[config.mk]
export PLATFORM = sky130hd
export DESIGN_NAME = nonrestoring_divider_v2_0
export DESIGN_NICKNAME = d
export VERILOG_FILES = /design/src/rtl/div_pkg.sv /design/src/rtl/nonrestoring_divider_v2_0_iter.sv /design/src/rtl/nonrestoring_divider_v2_0.sv
export SDC_FILE = /design/constraint.sdc
export NUM_CORES = 1
export LEC_CHECK = 0
export CELL_PAD_IN_SITES_DETAIL_PLACEMENT = 2
export CELL_PAD_IN_SITES_GLOBAL_PLACEMENT = 2
export CORE_ASPECT_RATIO = 0.5
export CORE_MARGIN = 1
export CORE_UTILIZATION = 34
export DETAILED_ROUTE_END_ITERATION = 12
export PLACE_DENSITY = 0.79
export SLEW_MARGIN = 20
export SYNTH_ARGS = -nofsm -noshare
export SYNTH_HDL_FRONTEND = slang
export SYNTH_SLANG_ARGS = --single-unit
[constraint.sdc]
create_clock -name aclk -period 5 [get_ports aclk]
set_input_delay 0.75 -clock aclk [delete_from_list [all_inputs] [get_ports aclk]]
set_output_delay 0.75 -clock aclk [all_outputs]
set_load 0.005 [all_outputs]
[src/rtl/div_pkg.sv]
// Shared types and helpers for the iterative
// non-restoring divider.
package div_pkg;

  typedef enum logic [2:0] {
    S_IDLE,
    S_PREP,
    S_ITER,
    S_CORR,
    S_HOLD
  } div_state_t;

  // Widest operand the magnitude helper handles.
  localparam int MAG_MAX_W = 64;

  // Index register width for a W-bit divider.
  function automatic int idx_width(input int w);
    return $clog2(w) + 1;
  endfunction

  // Magnitude of a sign-extended operand.
  // The result is one bit wider than the value,
  // so the most negative value has a magnitude.
  function automatic logic [MAG_MAX_W:0] abs_mag(
    input logic [MAG_MAX_W-1:0] value,
    input logic                 signed_mode
  );
    logic [MAG_MAX_W:0] ext;
    ext = {signed_mode & value[MAG_MAX_W-1], value};
    if (signed_mode && value[MAG_MAX_W-1])
      return -ext;
    return ext;
  endfunction

endpackage

[src/rtl/nonrestoring_divider_v2_0_iter.sv]
// Non-restoring datapath: partial remainder,
// shifted divisor, quotient digits and correction.
module nr_div_iter_v2_0 #(
  parameter int W     = 12,
  parameter int IDX_W = 5
) (
  input  logic         aclk,
  input  logic         reset,
  input  logic         load,
  input  logic         step,
  input  logic         finish,
  input  logic [W:0]   num_mag,
  input  logic [W:0]   den_mag,
  output logic         last,
  output logic [W-1:0] quo_mag,
  output logic [W-1:0] rem_mag
);

  logic [2*W:0]   part;
  logic [2*W:0]   dvs;
  logic [W-1:0]   digits;
  logic [IDX_W-1:0] idx;

  logic           neg;
  logic [2*W:0]   nxt;
  logic [2*W:0]   fixed;
  logic           unused_fixed;

  // One add/subtract step and the final correction.
  always_comb begin
    neg   = part[2*W];
    nxt   = neg ? {part[2*W-1:0], 1'b0} + dvs
                : {part[2*W-1:0], 1'b0} - dvs;
    fixed = neg ? part + dvs : part;
    // q - ~q == 2q + 1; one less when R ended negative.
    quo_mag = {digits[W-2:0], 1'b1}
            - {{(W-1){1'b0}}, neg};
    rem_mag = fixed[2*W-1:W];
    last    = (idx == '0);
    unused_fixed = ^{fixed[2*W], fixed[W-1:0],
                     digits[W-1]};
  end

  // Working registers; cleared once the result is taken.
  always_ff @(posedge aclk) begin
    if (reset || finish) begin
      part   <= '0;
      dvs    <= '0;
      digits <= '0;
      idx    <= '0;
    end else if (load) begin
      part   <= {{W{1'b0}}, num_mag};
      dvs    <= {den_mag, {W{1'b0}}};
      digits <= '0;
      idx    <= IDX_W'(W - 1);
    end else if (step) begin
      part   <= nxt;
      digits <= {digits[W-2:0], ~neg};
      idx    <= idx - 1'b1;
    end
  end

endmodule

[src/rtl/nonrestoring_divider_v2_0.sv]
// Signed/unsigned iterative divider with
// valid/ready handshakes on both sides.
module nonrestoring_divider_v2_0
  import div_pkg::*;
#(
  parameter int DATA_WIDTH = 12,
  parameter int SIGNED_EN  = 1,
  parameter int TAG_WIDTH  = 4
) (
  input  logic                  aclk,
  input  logic                  reset,
  input  logic                  s_valid,
  output logic                  s_ready,
  input  logic                  s_signed,
  input  logic [DATA_WIDTH-1:0] s_numerator,
  input  logic [DATA_WIDTH-1:0] s_denominator,
  input  logic [TAG_WIDTH-1:0]  s_tag,
  output logic                  m_valid,
  input  logic                  m_ready,
  output logic [DATA_WIDTH-1:0] m_quotient,
  output logic [DATA_WIDTH-1:0] m_remainder,
  output logic [TAG_WIDTH-1:0]  m_tag,
  output logic                  m_div0,
  output logic                  m_overflow
);

  localparam int W     = DATA_WIDTH;
  localparam int IDX_W = idx_width(DATA_WIDTH);

  div_state_t state, state_nxt;

  logic [W-1:0]         num;
  logic [W-1:0]         den;
  logic [TAG_WIDTH-1:0] tag;
  logic                 sgn;
  logic                 neg_q;
  logic                 neg_r;
  logic [W-1:0]         quotient;
  logic [W-1:0]         remainder;
  logic                 div0;
  logic                 ovf;

  logic                 is_div0;
  logic                 is_ovf;
  logic                 load;
  logic                 step;
  logic                 finish;
  logic                 last;
  logic [MAG_MAX_W-1:0] num_ext;
  logic [MAG_MAX_W-1:0] den_ext;
  logic [MAG_MAX_W:0]   num_abs;
  logic [MAG_MAX_W:0]   den_abs;
  logic [W-1:0]         quo_mag;
  logic [W-1:0]         rem_mag;
  logic                 unused_mag;

  // Special-case detection and operand magnitudes.
  always_comb begin
    is_div0 = (den == '0);
    is_ovf  = sgn
           && (num == {1'b1, {(W-1){1'b0}}})
           && (den == '1);
    num_ext = {{(MAG_MAX_W-W){sgn & num[W-1]}}, num};
    den_ext = {{(MAG_MAX_W-W){sgn & den[W-1]}}, den};
    num_abs = abs_mag(num_ext, sgn);
    den_abs = abs_mag(den_ext, sgn);
    unused_mag = ^{num_abs[MAG_MAX_W:W+1],
                   den_abs[MAG_MAX_W:W+1]};
  end

  nr_div_iter_v2_0 #(
    .W     (W),
    .IDX_W (IDX_W)
  ) u_iter (
    .aclk    (aclk),
    .reset   (reset),
    .load    (load),
    .step    (step),
    .finish  (finish),
    .num_mag (num_abs[W:0]),
    .den_mag (den_abs[W:0]),
    .last    (last),
    .quo_mag (quo_mag),
    .rem_mag (rem_mag)
  );

  // State register.
  always_ff @(posedge aclk) begin
    if (reset) state <= S_IDLE;
    else       state <= state_nxt;
  end

  // Next state, handshakes and datapath controls.
  always_comb begin
    state_nxt = state;
    s_ready   = 1'b0;
    m_valid   = 1'b0;
    load      = 1'b0;
    step      = 1'b0;
    finish    = 1'b0;
    unique case (state)
      S_IDLE: begin
        s_ready = 1'b1;
        if (s_valid) state_nxt = S_PREP;
      end
      S_PREP: begin
        if (is_div0 || is_ovf) begin
          state_nxt = S_HOLD;
        end else begin
          load      = 1'b1;
          state_nxt = S_ITER;
        end
      end
      S_ITER: begin
        step = 1'b1;
        if (last) state_nxt = S_CORR;
      end
      S_CORR: begin
        finish    = 1'b1;
        state_nxt = S_HOLD;
      end
      S_HOLD: begin
        m_valid = 1'b1;
        if (m_ready) state_nxt = S_IDLE;
      end
      default: state_nxt = S_IDLE;
    endcase
  end

  // Operand capture, sign bookkeeping and result regs.
  always_ff @(posedge aclk) begin
    if (reset) begin
      num       <= '0;
      den       <= '0;
      tag       <= '0;
      sgn       <= 1'b0;
      neg_q     <= 1'b0;
      neg_r     <= 1'b0;
      quotient  <= '0;
      remainder <= '0;
      div0      <= 1'b0;
      ovf       <= 1'b0;
    end else begin
      unique case (state)
        S_IDLE: begin
          if (s_valid) begin
            num <= s_numerator;
            den <= s_denominator;
            tag <= s_tag;
            sgn <= (SIGNED_EN != 0) && s_signed;
          end
        end
        S_PREP: begin
          neg_q <= sgn & (num[W-1] ^ den[W-1]);
          neg_r <= sgn & num[W-1];
          if (is_div0) begin
            quotient  <= '1;
            remainder <= num;
            div0      <= 1'b1;
          end else if (is_ovf) begin
            quotient  <= num;
            remainder <= '0;
            ovf       <= 1'b1;
          end
        end
        S_CORR: begin
          quotient  <= neg_q ? -quo_mag : quo_mag;
          remainder <= neg_r ? -rem_mag : rem_mag;
        end
        S_HOLD: begin
          if (m_ready) begin
            div0 <= 1'b0;
            ovf  <= 1'b0;
          end
        end
        default: ;
      endcase
    end
  end

  assign m_quotient  = quotient;
  assign m_remainder = remainder;
  assign m_tag       = tag;
  assign m_div0      = div0;
  assign m_overflow  = ovf;

endmodule

==> flow_summary_export.csv <==
group,metric,value,unit
sta,hold_viol_final,0,
worst_setup_path,crit_chain,"ha_1 > fa_1 > a211o_1 > a2111oi_0 > a311oi_1 > o32ai_1 > nand2_1 > nor4_1 > nand2_1 > nand2_1 > xor2_1 > a2111oi_0",
synth,synth-edff-count,0,
route,vias,6422,
cts,postCtsSetupBuffers,0,
die,die_width,199.3,um
synth,ys_seq_area_frac,0.3449,
sta,hold_ws,0.4595,ns
worst_setup_path,path_class,"reg2reg",
synth,synth_top_area_cell,"dfxtp_1",
sta,rsz0062_at_grt,"no",
pwr,peakVddDrop,283.7,uV
synth,ys_seq_elements,114,
sta,slew_violations,0,
synth,syn_nets,928,
pwr,swShare,0.3699,
outcome,status,"complete, no violations",
place,dp_hpwl,16810,um
die,row_count,35,
worst_setup_path,cpMostUsedCell,"nand2_1",
layout,final_net_count,966,
cts,root_buffer,"clkbuf_16",
worst_setup_path,end_kind,"flip-flop",
sta,fin_skew,0.01037,ns
worst_setup_path,crit_slowest_cell,"a2111oi_0",
grt,grt_pass1_wl,38140,um
cts,postCtsHoldBufs,0,
route,dr.pass1.iters,4,
worst_setup_path,critPathArrivalTime,3.84,ns
die,start_util,0.3530,
route,wl,23950,um
sta,fin_crit,3.552,ns
grt,grt_pass1_vias,6905,
worst_setup_path,critical_path.startpoint,"u_iter.dvs[12]$_SDFFE_PP0P_",
worst_setup_path,critical_path_required,5.29,ns
cts,clockBufferDepth,2,
grt,grt_antenna_before_repair,0,
sta,tightestPinTransition,1.057,ns
synth,synth_area_leaders,"dfxtp_1 (34%), nand2_1 (9.3%), a21oi_1 (8.2%), ha_1 (5.7%), xnor2_1 (5.2%)",
synth,synth_top_area_frac,0.3449,
sta,period_share,0.7103,
cts,cts-resized-gates,0,
route,ant_nets,0,
cts,numCtsBuffers,17,
pwr,pwr-share-seq,0.337,
synth,netlist_top_cells_count,"nand2_1 (164), dfxtp_1 (114), a21oi_1 (109)",
layout,syn_to_final_growth,20.99,%
layout,drive_gt1_frac,0.06127,
worst_setup_path,cp_slowest_stage_delay,0.44,ns
route,drc,0,
sta,maxSlewHeadroom,0.2950,
worst_hold_path,holdCritStartpoint,"m_quotient[6]$_SDFFE_PP0P_",
synth,yosysUniqueCellTypes,60,
synth,syn-instance-count,863,
synth,synth_flop_cell,"dfxtp_1",
synth,synth.yosys.warnings,0,
synth,synth.most_common_cell,"nand2_1",
sta,fmax,281.6,MHz
pwr,p_int,2.117,mW
cts,clkTransAtPathRegs,0.06,ns
cts,clk_latency,0.42,ns
die,die-area,0.02006,mm^2
layout,antenna_cells,0,
layout,fin_util,0.4271,
cts,cts_sinks,114,
layout,multi_input_area,0.004073,mm^2
grt,grt_max_degree,61,
layout,n_fill_cell,2141,
grt,grt-ovfl-total,0,
synth,async_reset_ff_frac,0,
pwr,clock_power_share,0.358,
synth,avgSynthCellArea,7.667,um^2
worst_setup_path,r2r_slack,1.45,ns
flow_run,max-cap-violations,0,
synth,synth_area,0.006616,mm^2
sta,setup_viol,0,
die,core,0.01874,mm^2
worst_setup_path,crit_fanout,6,
pwr,p_leak,3.016,nW
layout,seq_area,0.002282,mm^2
die,pin_count,65,
worst_hold_path,hold_class,"reg2reg",
pwr,switchingPower,1.243,mW
place,port_buffers,64,
route,viasPerCell,5.475,
pwr,power.density,419.8,mW/mm^2
grt,grt_use_total,0.2489,
cts,htree_levels,4,
route,first_iter_violations,326,
worst_setup_path,r2r-start,"u_iter.dvs[12]$_SDFFE_PP0P_",
route,post_drt_wl_per_cell,20.42,um
die,die-height,100.6,um
place,gp_congestion,0.8126,
worst_setup_path,start_kind,"flip-flop",
cts,cts_tree,"done",
sta,setup-tns-final,0,ns
pwr,combinationalPowerShare,0.305,
[metal layers]
layer | vias to the layer above | GRT usage | share of wire
met5 | - | 0 | 0
li1 | 3084 | - | -
met2 | 110 | 0.3977 | 0.46
met3 | 33 | 0.04583 | 0.045
met4 | 0 | 0.07811 | 0.013
met1 | 3195 | 0.3396 | 0.49
[critical path, delay by kind of cell, from the launching register on]
kind	cells	cell delay [ns]
DFF	1	0.37
AOI/OAI and AO/OA	5	1.64
xor gates and xnor gates	1	0.08
and+or+nand+nor	4	0.64
adders and majority gates	2	0.68
[state kept, by name, indices dropped and copies added, names as in the netlist]
signal         flops
m_tag              4
u_iter.idx         5
neg_q              1
sgn                1
m_quotient        12
num               12
u_iter.part       25
den               12
m_remainder       12
m_overflow         1
u_iter.dvs        13
neg_r              1
state              3
u_iter.digits     11
m_div0             1
[layout make-up]
type                    count  area share
well taps                 259     0.04048
clock buffers              18     0.05486
clock inverters            14     0.01641
flip-flops and latches    114      0.2851
repair buffers             71     0.08596
inverters                  18    0.008440
multi-input cells         679      0.5088
[cells in the final DEF (no fill, tap or decap), types with 4 or more instances in the layout]
cell type	n
buf_4	7
and3_1	5
nand4_1	4
a21oi_1	109
or2_2	5
nor2_1	83
a211oi_1	21
clkdlybuf4s50_1	63
o31ai_1	12
nand3_1	16
dfxtp_1	114
a21o_1	4
or4_1	4
mux2i_1	10
ha_1	30
o21a_1	7
clkbuf_16	17
nand2b_1	6
inv_1	17
o21ai_0	21
a221oi_1	4
nor2b_1	5
xnor2_1	39
nor3b_1	4
xor2_1	31
nand2_1	164
o311ai_0	4
and2_1	4
or3_1	8
nor3_1	22
nor4_1	10
[through the flow]
step,instances,area (um^2),setup slack (ns),power (mW)
after floorplan,863,6616,1.276,1.811
after global placement,1141,7435,1.743,2.096
after detailed placement,1141,7435,1.568,2.152
after CTS,1173,8005,1.479,3.385
after global routing,1173,8005,1.172,3.539
final,1173,8005,1.448,3.360
[kinds of logic (layout without fill, tap and decap cells)]
| group | count (synthesis) | count (layout) | share of synthesized area |
|---|---|---|---|
| AO/OA/AOI/OAI | 217 | 217 | 0.2078 |
| adder cells (fa/ha/maj) | 32 | 32 | 0.06278 |
| flip-flops | 114 | 114 | 0.3449 |
| buffers and inverters | 70 | 121 | 0.03990 |
| multiplexers | 13 | 13 | 0.02080 |
| AND/OR/NAND/NOR | 347 | 347 | 0.2311 |
| XOR/XNOR | 70 | 70 | 0.09266 |
[path summary, 6_finish.rpt]
| check | endpoint | cells after the start |
|---|---|---|
| min | m_quotient[6]$_SDFFE_PP0P_ | 2 |
| max reg2reg | m_remainder[10]$_SDFFE_PP0P_ | 12 |
| min reg2reg | m_quotient[6]$_SDFFE_PP0P_ | 2 |
| max | m_remainder[10]$_SDFFE_PP0P_ | 12 |
[power by group through the flow]
stage | logic [mW] | registers [mW] | clock network [mW]
6_report | 1.02 | 1.13 | 1.20
5_1_grt | 1.13 | 1.15 | 1.26
4_1_cts | 1.03 | 1.13 | 1.22
3_5_place_dp | 1.00 | 1.15 | 0
3_3_place_gp | 0.954 | 1.14 | 0
2_1_floorplan | 0.729 | 1.08 | 0
No activity file was read; power rests on OpenSTA's default activity.
